File: config.mk
export PLATFORM = sky130hd
export DESIGN_NAME = seg7_reader_flat
export DESIGN_NICKNAME = d
export VERILOG_FILES = /design/src/rtl/seg7_pkg.sv /design/src/rtl/seg7_reader_if.sv /design/src/rtl/seg7_stable_filter.sv /design/src/rtl/seg7_reader.sv /design/src/flat_wrapper.sv
export SDC_FILE = /design/constraint.sdc
export NUM_CORES = 1
export LEC_CHECK = 0
export ABC_AREA = 1
export BUFFER_PORTS_ARGS = -buffer_cell sky130_fd_sc_hd__buf_4
export CAP_MARGIN = 20
export CORE_MARGIN = 2
export CORE_UTILIZATION = 45
export DETAILED_ROUTE_END_ITERATION = 10
export MAX_ROUTING_LAYER = met4
export SLEW_MARGIN = 15
export SYNTH_ARGS = -nofsm -noshare
export SYNTH_HDL_FRONTEND = slang
export SYNTH_SLANG_ARGS = --single-unit
export TNS_END_PERCENT = 1
File: constraint.sdc
create_clock -name clk -period 3.1 [get_ports clk]
set_input_delay 0.31 -clock clk [delete_from_list [all_inputs] [get_ports clk]]
set_output_delay 0.31 -clock clk [all_outputs]
set_load 0.02 [all_outputs]
File: src/rtl/seg7_pkg.sv
// seg7_pkg: glyph table, filter state type and segment-to-hex decode helper.
package seg7_pkg;
  localparam int SEG_W = 7;
  localparam logic [SEG_W-1:0] GLYPH [16] = '{
    7'h3F, 7'h06, 7'h5B, 7'h4F, 7'h66, 7'h6D, 7'h7D, 7'h07,
    7'h7F, 7'h6F, 7'h77, 7'h7C, 7'h39, 7'h5E, 7'h79, 7'h71
  };
  typedef enum logic {WAIT_STABLE, ACCEPTED} filt_state_e;
  function automatic logic [4:0] seg7_to_hex(input logic [SEG_W-1:0] seg);
    seg7_to_hex = '0;
    for (int i = 0; i < 16; i++)
      if (seg == GLYPH[i]) seg7_to_hex = {1'b1, 4'(i)};
  endfunction
endpackage

File: src/rtl/seg7_reader_if.sv
// seg7_reader_if: display drive lines plus recovered word/error outputs.
interface seg7_reader_if import seg7_pkg::*; #(parameter int NUM_DIGITS = 4);
  logic [SEG_W-1:0] seg_in;
  logic [NUM_DIGITS-1:0] dig_sel;
  logic [4*NUM_DIGITS-1:0] value_out;
  logic value_valid;
  logic pattern_err;
  logic [NUM_DIGITS-1:0] err_digit;
  modport master(output seg_in, dig_sel, input value_out, value_valid, pattern_err, err_digit);
  modport slave(input seg_in, dig_sel, output value_out, value_valid, pattern_err, err_digit);
endinterface

File: src/rtl/seg7_stable_filter.sv
// seg7_stable_filter: samples {sel,seg}, requires a stable window, strobes accept once per held pattern.
module seg7_stable_filter import seg7_pkg::*; #(
  parameter int NUM_DIGITS = 4,
  parameter int STABLE_CYCLES = 4
) (
  input  logic clk,
  input  logic rst,
  input  logic [SEG_W-1:0] seg_in,
  input  logic [NUM_DIGITS-1:0] dig_sel,
  output logic accept,
  output logic [SEG_W-1:0] seg,
  output logic [NUM_DIGITS-1:0] sel
);
  localparam int CW = $clog2(STABLE_CYCLES + 1);
  localparam logic [CW-1:0] TOP = CW'(STABLE_CYCLES - 1);
  filt_state_e state;
  logic [CW-1:0] cnt;
  logic changed;
  assign changed = {dig_sel, seg_in} != {sel, seg};
  // accept is decoded from registers only, so the top acts on the same edge the FSM leaves WAIT_STABLE
  assign accept = state == WAIT_STABLE && cnt == TOP && $onehot(sel);
  always_ff @(posedge clk)
    if (rst) begin
      sel <= '0;
      seg <= '0;
      cnt <= '0;
      state <= WAIT_STABLE;
    end else begin
      {sel, seg} <= {dig_sel, seg_in};
      cnt <= changed ? '0 : cnt == TOP ? cnt : cnt + 1'b1;
      state <= changed ? WAIT_STABLE : accept ? ACCEPTED : state;
    end
endmodule

File: src/rtl/seg7_reader.sv
// seg7_reader: recovers hex nibbles from a multiplexed 7-segment drive and assembles full words.
module seg7_reader import seg7_pkg::*; #(
  parameter int NUM_DIGITS = 4,
  parameter int STABLE_CYCLES = 4
) (
  input logic clk,
  input logic rst,
  seg7_reader_if.slave bus
);
  logic accept, wr, bad;
  logic [SEG_W-1:0] seg;
  logic [NUM_DIGITS-1:0] sel, mask;
  logic [4:0] dec;
  logic [4*NUM_DIGITS-1:0] shadow, shadow_nxt;
  seg7_stable_filter #(.NUM_DIGITS(NUM_DIGITS), .STABLE_CYCLES(STABLE_CYCLES)) u_filter (
    .clk(clk), .rst(rst), .seg_in(bus.seg_in), .dig_sel(bus.dig_sel),
    .accept(accept), .seg(seg), .sel(sel)
  );
  assign dec = seg7_to_hex(seg);
  assign wr = accept & dec[4];
  assign bad = accept & ~dec[4];
  always_comb begin
    shadow_nxt = shadow;
    for (int i = 0; i < NUM_DIGITS; i++)
      if (sel[i]) shadow_nxt[4*i +: 4] = dec[3:0];
  end
  always_ff @(posedge clk)
    if (rst) begin
      shadow <= '0;
      mask <= '0;
      bus.value_out <= '0;
      bus.value_valid <= 1'b0;
      bus.pattern_err <= 1'b0;
      bus.err_digit <= '0;
    end else begin
      if (wr) shadow <= shadow_nxt;
      // a capture landing on the completion edge starts the next frame
      mask <= (&mask ? '0 : mask) | (wr ? sel : '0);
      bus.value_valid <= &mask;
      if (&mask) bus.value_out <= shadow;
      bus.pattern_err <= bad;
      if (bad) bus.err_digit <= sel;
    end
endmodule

File: src/flat_wrapper.sv
// flat-port wrapper written by rule: the top's interface ports become plain ports
module seg7_reader_flat import seg7_pkg::*;
#(
  parameter int NUM_DIGITS = 4,
  parameter int STABLE_CYCLES = 4
)
  (clk, rst, bus_seg_in, bus_dig_sel, bus_value_out, bus_value_valid, bus_pattern_err, bus_err_digit);
  seg7_reader_if #(.NUM_DIGITS(NUM_DIGITS)) bus_i ();
  input logic clk;
  input logic rst;
  input wire logic [$bits(bus_i.seg_in)-1:0] bus_seg_in;
  input wire logic [$bits(bus_i.dig_sel)-1:0] bus_dig_sel;
  output wire logic [$bits(bus_i.value_out)-1:0] bus_value_out;
  output wire logic [$bits(bus_i.value_valid)-1:0] bus_value_valid;
  output wire logic [$bits(bus_i.pattern_err)-1:0] bus_pattern_err;
  output wire logic [$bits(bus_i.err_digit)-1:0] bus_err_digit;
  assign bus_i.seg_in = bus_seg_in;
  assign bus_i.dig_sel = bus_dig_sel;
  assign bus_value_out = bus_i.value_out;
  assign bus_value_valid = bus_i.value_valid;
  assign bus_pattern_err = bus_i.pattern_err;
  assign bus_err_digit = bus_i.err_digit;
  seg7_reader #(.NUM_DIGITS(NUM_DIGITS), .STABLE_CYCLES(STABLE_CYCLES)) u_core (.clk(clk), .rst(rst), .bus(bus_i));
endmodule
==> results of run 1 <==
-- per-stage QoR --
| stage | cell area, um2 | total power, mW |
|---|---|---|
| final | 3102 | 1.477 |
| after global routing | 3102 | 1.542 |
| after CTS | 3102 | 1.487 |
| after detailed placement | 2919 | 0.8528 |
| after global placement | 2919 | 0.8511 |
| after floorplan | 2609 | 0.8223 |
-- synthesized netlist by cell type (all sizes together), types with 4 or more instances --
master,n,share of area
a21oi,26,0.050
nand4,13,0.031
ha,4,0.019
o21ai,22,0.042
buf,6,0.013
nor2,76,0.12
dfxtp,57,0.44
nor3,4,0.0077
nand2,62,0.098
inv,54,0.078
nand3,11,0.042
clkbuf,6,0.0086
-- final cells by class --
class                      count  area, um2
tap                           72      90.09
sequential                    57       1141
inverter                      56      210.2
clock inverter                 4      27.53
timing repair buffer          37      277.8
clock buffer                  12      155.1
multi-input combinational    231       1200
fill                         556       2439
-- final timing paths --
path,endpoint,slack (ns),cells past startpoint
setup / recovery,u_core.shadow[13]$_SDFFE_PP0P_,0.42,11
hold / removal,u_core.u_filter.seg[2]$_SDFF_PP0_,0.19,3
setup reg to reg,u_core.shadow[13]$_SDFFE_PP0P_,0.42,11
hold reg to reg,u_core.bus.value_out[4]$_SDFFE_PP0P_,0.46,2
-- cell usage in the layout, fill, tap and decap left out, types with 2 or more instances in the layout --
cell        instances
xnor2_1             3
o21ai_0            22
a21oi_1            26
buf_4              37
nand2_2             3
nor2_4              2
nand4_1            13
clkinvlp_4          3
nor3_1              4
nand3_4             4
dfxtp_1            57
o22ai_1             2
nor2_1             72
nor2_2              2
nand3_1             6
nand2_1            58
clkinv_1            2
inv_1              53
clkbuf_8           11
xor2_1              3
ha_1                4
-- cells by family (layout without fill, tap and decap cells) --
family | after synthesis | after routing | synth area share
multiplexers | 1 | 1 | 0.003837
flip-flops | 57 | 57 | 0.4374
adder cells (fa/ha/maj) | 5 | 5 | 0.02686
XOR/XNOR | 6 | 6 | 0.02015
buffers and inverters | 68 | 109 | 0.1026
AND/OR/NAND/NOR | 167 | 167 | 0.3046
AO/OA/AOI/OAI | 52 | 52 | 0.1046
-- registers in the layout, summed over array words and instances (netlist names) --
name and flops:
u_core.u_filter.cnt 3, u_core.u_filter.state 1, u_core.mask 4, u_core.bus.value_out 16
u_core.shadow 16, u_core.u_filter.seg 7, u_core.bus.value_valid 1, u_core.u_filter.sel 4
u_core.bus.pattern_err 1, u_core.bus.err_digit 4
-- worst min-delay path, delay by kind of cell --
family        cells  cell delay (ns)
simple gates      1             0.06
buf+inv           2             0.12
-- layer usage --
layer / up-vias / share of wire
met3: 11 / 0.037
li1: 1192 / -
met2: 36 / 0.45
met5: - / 0
met1: 1015 / 0.50
met4: 0 / 0.019
-- where the power goes --
group / internal [mW] / switching, mW
registers: 0.740 / 0.0124
clock network: 0.332 / 0.309
logic: 0.0329 / 0.0510
==> results.tsv, run 1 <==
stage	metric	value	unit
clocking	cts bufs inserted	9	
critical_path	CP startpoint	u_core.u_filter.sel[3]$_SDFF_PP0_	
critical_path	CP delay by family, top	adder cells	
critical_path	crit-path max FO	12	
global_route	first-pass GRT wire length	9811	um
sta	post-layout minimum cycle time	2.684	ns
floorplanning	Starting Density	0.4709	
detailed_routing	Iter 0 DRT Violations	90	
power_and_ir_drop	Peak supply drop	0.2715	mV
global_route	GR Util met2	0.3058	
cells_and_area	Total Nets Final	410	
min_path	worst hold path class	primary input to register	
global_route	GR Layer Usage met3	0.06517	
placed_design	DP Cell Count	453	
clocking	Clock Path Buffers	2	
critical_path	Worst setup SP type	register	
sta	Worst Skew	0.003310	ns
global_route	GRT Residual Overflow	0	
floorplanning	Rows	27	
critical_path	crit path capture type	register	
flow_run	Max-Cap Viols	0	
clocking	H-Tree Level Count	3	
sta	Pins Over Slew Limit	0	
cells_and_area	area grow syn2layout	18.90	%
global_route	GRT Util Overall	0.2073	
clocking	CTS resizes	0	
floorplanning	Placeable Area	5540	um2
sta	Final WS setup	0.4158	ns
detailed_routing	wire length per cell	12.21	um
global_route	GRT busiest layer	met2	
global_route	initial antenna violation count	0	
sta	RSZ-0062 raised after global routing	no	
global_route	largest net degree at the start of global routing	37	
clocking	clk slew on worst S/H paths	0.07	ns
sta	Setup-failing EPs final	0	
cells_and_area	Final Non-Filler Cells	469	
detailed_routing	drt drc	0	
synth	Syn Inst Count	356	
detailed_routing	Via Count	2254	
run_status	status	complete, no violations	
synth	async set-reset flop share out of synthesis	0	
critical_path	RR Startpoint	u_core.u_filter.sel[3]$_SDFF_PP0_	
synth	YS warnings	0	
critical_path	Critical path buffers and inverters	3	
critical_path	Slowest-stage cell, CP	fa_1	
floorplanning	num ports	35	
synth	Avg Inst Size Synth	7.328	um2
clocking	clock sinks	57	
min_path	HP Start	bus_seg_in[2]	
sta	fmax	372.5	MHz
placed_design	gpl congestion	0.8479	
sta	Final period util	0.8659	
placed_design	I/O Buffers	34	
placed_design	pre-CTS setup slack	0.4266	ns
synth	Synth cell types	30	
floorplanning	Die Width	80.14	um
critical_path	critical path class	register to register	
cells_and_area	layout cell share with drive strength beyond 1	0.1688	
clocking	CTS tree	built	
critical_path	critical path arrival	2.96	ns
critical_path	crit-path cells	inv_1 > fa_1 > inv_1 > ha_1 > ha_1 > nor4_4 > buf_4 > nand3_4 > nand2_1 > nand2_1 > nor2_1	
power_and_ir_drop	leakage power	1.425	nW
detailed_routing	final WL	5726	um
synth	post-synthesis instance area	2609	um2
clocking	Root Driver	clkbuf_8	
power_and_ir_drop	pwr dens	476.3	nW/um2
synth	EDFF count, synth	0	
synth	sequential area share after synthesis	0.4374	
global_route	vias in the first global route	2166	
clocking	worst skew pair latency	0.34	ns
sta	WHS	0.1861	ns
sta	Worst-Margin Slew	0.8872	ns
synth	Yosys reg bits	57	
floorplanning	Die ar.	6422	um2
floorplanning	die height	80.14	um
sta	Final Hold Viols	0	
critical_path	slowest stage delay, CP	0.48	ns
critical_path	Req. time, crit path	3.38	ns
clocking	post-CTS setup buffers	0	
detailed_routing	vias per cell	4.806	
sta	setup_tns	0	ns
clocking	CTS Hold Bufs	0	
cells_and_area	n_diodes	0	
detailed_routing	Detailed Routing Iterations Pass 1	4	
synth	Mapped Nets	374	
sta	Max-slew headroom	0.4049	
cells_and_area	post-layout util	0.5598	
placed_design	HPWL Detailed	4021	um
synth	Main synth FF type	dfxtp_1	
detailed_routing	post-route antenna net violation count	0	
global_route	GR Layer Usage met1	0.2630	
(Power assumes the default switching activity.)
==> run 2, diff against run 1 <==
--- a/config.mk
+++ b/config.mk
@@ -12,6 +12,7 @@
 export CORE_UTILIZATION = 45
 export DETAILED_ROUTE_END_ITERATION = 10
 export MAX_ROUTING_LAYER = met4
+export PLACE_DENSITY = 0.68
 export SLEW_MARGIN = 15
 export SYNTH_ARGS = -nofsm -noshare
 export SYNTH_HDL_FRONTEND = slang
==> results.tsv, run 2 (synthesized netlist as in run 1, its figures left out) <==
stage	metric	value	unit
placed_design	HPWL Detailed	3831	um
placed_design	gpl congestion	0.8670	
cells_and_area	biggest regs	u_core.bus.value_out x16, u_core.shadow x16, u_core.u_filter.seg x7	
floorplanning	die height	80.14	um
detailed_routing	wire length per cell	11.24	um
detailed_routing	vias per cell	4.785	
run_status	status	complete, no violations	
sta	Max-slew headroom	0.4313	
cells_and_area	Total Nets Final	410	
global_route	GRT Residual Overflow	0	
cells_and_area	n_diodes	0	
min_path	HP Start	bus_seg_in[2]	
clocking	CTS tree	built	
min_path	worst hold path class	primary input to register	
detailed_routing	drt drc	0	
critical_path	critical path arrival	2.87	ns
global_route	vias in the first global route	2093	
critical_path	crit-path max FO	13	
floorplanning	Die ar.	6422	um2
floorplanning	Rows	27	
cells_and_area	area grow syn2layout	19.04	%
power_and_ir_drop	pwr dens	481.9	nW/um2
sta	Pins Over Slew Limit	0	
placed_design	I/O Buffers	34	
critical_path	RR Startpoint	u_core.u_filter.sel[1]$_SDFF_PP0_	
detailed_routing	final WL	5271	um
detailed_routing	Iter 0 DRT Violations	102	
cells_and_area	commonest non-fill, non-tap cells in the layout	nor2_1, nand2_1, dfxtp_1	
cells_and_area	commonest non-fill, non-tap cell in the layout	nor2_1	
sta	post-layout minimum cycle time	2.628	ns
sta	Setup-failing EPs final	0	
sta	setup_tns	0	ns
clocking	Root Driver	clkbuf_8	
global_route	first-pass GRT wire length	8949	um
critical_path	critical path class	register to register	
clocking	H-Tree Level Count	3	
clocking	post-CTS setup buffers	0	
clocking	CTS resizes	0	
sta	RSZ-0062 raised after global routing	no	
detailed_routing	Via Count	2244	
sta	fmax	380.5	MHz
detailed_routing	post-route antenna net violation count	0	
detailed_routing	Detailed Routing Iterations Pass 1	4	
power_and_ir_drop	Peak supply drop	0.3158	mV
critical_path	CP startpoint	u_core.u_filter.sel[1]$_SDFF_PP0_	
clocking	worst skew pair latency	0.35	ns
floorplanning	num ports	35	
floorplanning	Starting Density	0.4709	
cells_and_area	layout cell share with drive strength beyond 1	0.1688	
clocking	clk slew on worst S/H paths	0.06	ns
floorplanning	Die Width	80.14	um
global_route	GRT Util Overall	0.1892	
sta	Worst-Margin Slew	0.8478	ns
sta	Worst Skew	0.006416	ns
clocking	Clock Path Buffers	2	
sta	Final period util	0.8478	
critical_path	crit path capture type	register	
power_and_ir_drop	leakage power	1.440	nW
critical_path	Req. time, crit path	3.34	ns
power_and_ir_drop	Total Power	1.497	mW
global_route	largest net degree at the start of global routing	37	
cells_and_area	post-layout util	0.5605	
clocking	CTS Hold Bufs	0	
critical_path	Worst setup SP type	register	
clocking	clock sinks	57	
sta	Final Hold Viols	0	
floorplanning	Placeable Area	5540	um2
flow_run	Max-Cap Viols	0	
global_route	initial antenna violation count	0	
clocking	cts bufs inserted	9	
## run 2: cell types whose count changed in the layout (fill, tap and decap cells not counted), sizes merged
cell,previous run,this run
clkinv,3,7
clkinvlp,3,0
clkbuf,12,10
bufinv,0,1
## run 2: layer usage
metal  track usage  wire length [um]  vias to the layer above
li1              -                 -                     1190
met1        0.2146              2357                     1000
met2        0.3000              2525                       44
met3       0.06742               273                       10
met4       0.08644               114                        0
met5             -                 0                        -
## run 2: path summary, 6_finish.rpt
path | end | slack [ns] | cells past startpoint
max | u_core.shadow[0]$_SDFFE_PP0P_ | 0.47 | 10
min | u_core.u_filter.seg[2]$_SDFF_PP0_ | 0.18 | 3
max reg2reg | u_core.shadow[0]$_SDFFE_PP0P_ | 0.47 | 10
min reg2reg | u_core.shadow[15]$_SDFFE_PP0P_ | 0.45 | 2
## run 2: power by group
group | switching, mW | internal, mW | leakage [nW]
Combinational | 0.0494 | 0.0329 | 0.878
Sequential | 0.0118 | 0.740 | 0.462
Clock | 0.296 | 0.366 | 0.0998
Total | 0.357 | 1.14 | 1.44
## run 2: final cells by class
cell class | count | area (um2)
Fill cell | 551 | 2435
Tap cell | 72 | 90.09
Sequential cell | 57 | 1141
Timing Repair Buffer | 37 | 277.8
Clock inverter | 6 | 58.81
Inverter | 56 | 210.2
Clock buffer | 10 | 127.6
Multi-Input combinational cell | 231 | 1200
## run 2: critical path, cell delays in order (launching register included)
cell and delay, ns:
dfxtp_1 0.46, inv_1 0.10, fa_1 0.51, inv_1 0.04
ha_1 0.19, ha_1 0.30, nor4_4 0.31, buf_4 0.28
nand3_4 0.13, nor2_1 0.14, nor2_1 0.06
## run 2: metrics by stage
step | cell area [um2] | worst slack (ns) | hold slack (ns) | std cells
after global routing | 3105 | 0.2733 | 0.1925 | 469
after global placement | 2919 | 0.5367 | 0.4503 | 453
after CTS | 3105 | 0.4507 | 0.1668 | 469
after floorplan | 2609 | 0.3997 | 0.4170 | 356
final | 3105 | 0.4718 | 0.1792 | 469
after detailed placement | 2919 | 0.4588 | 0.4420 | 453
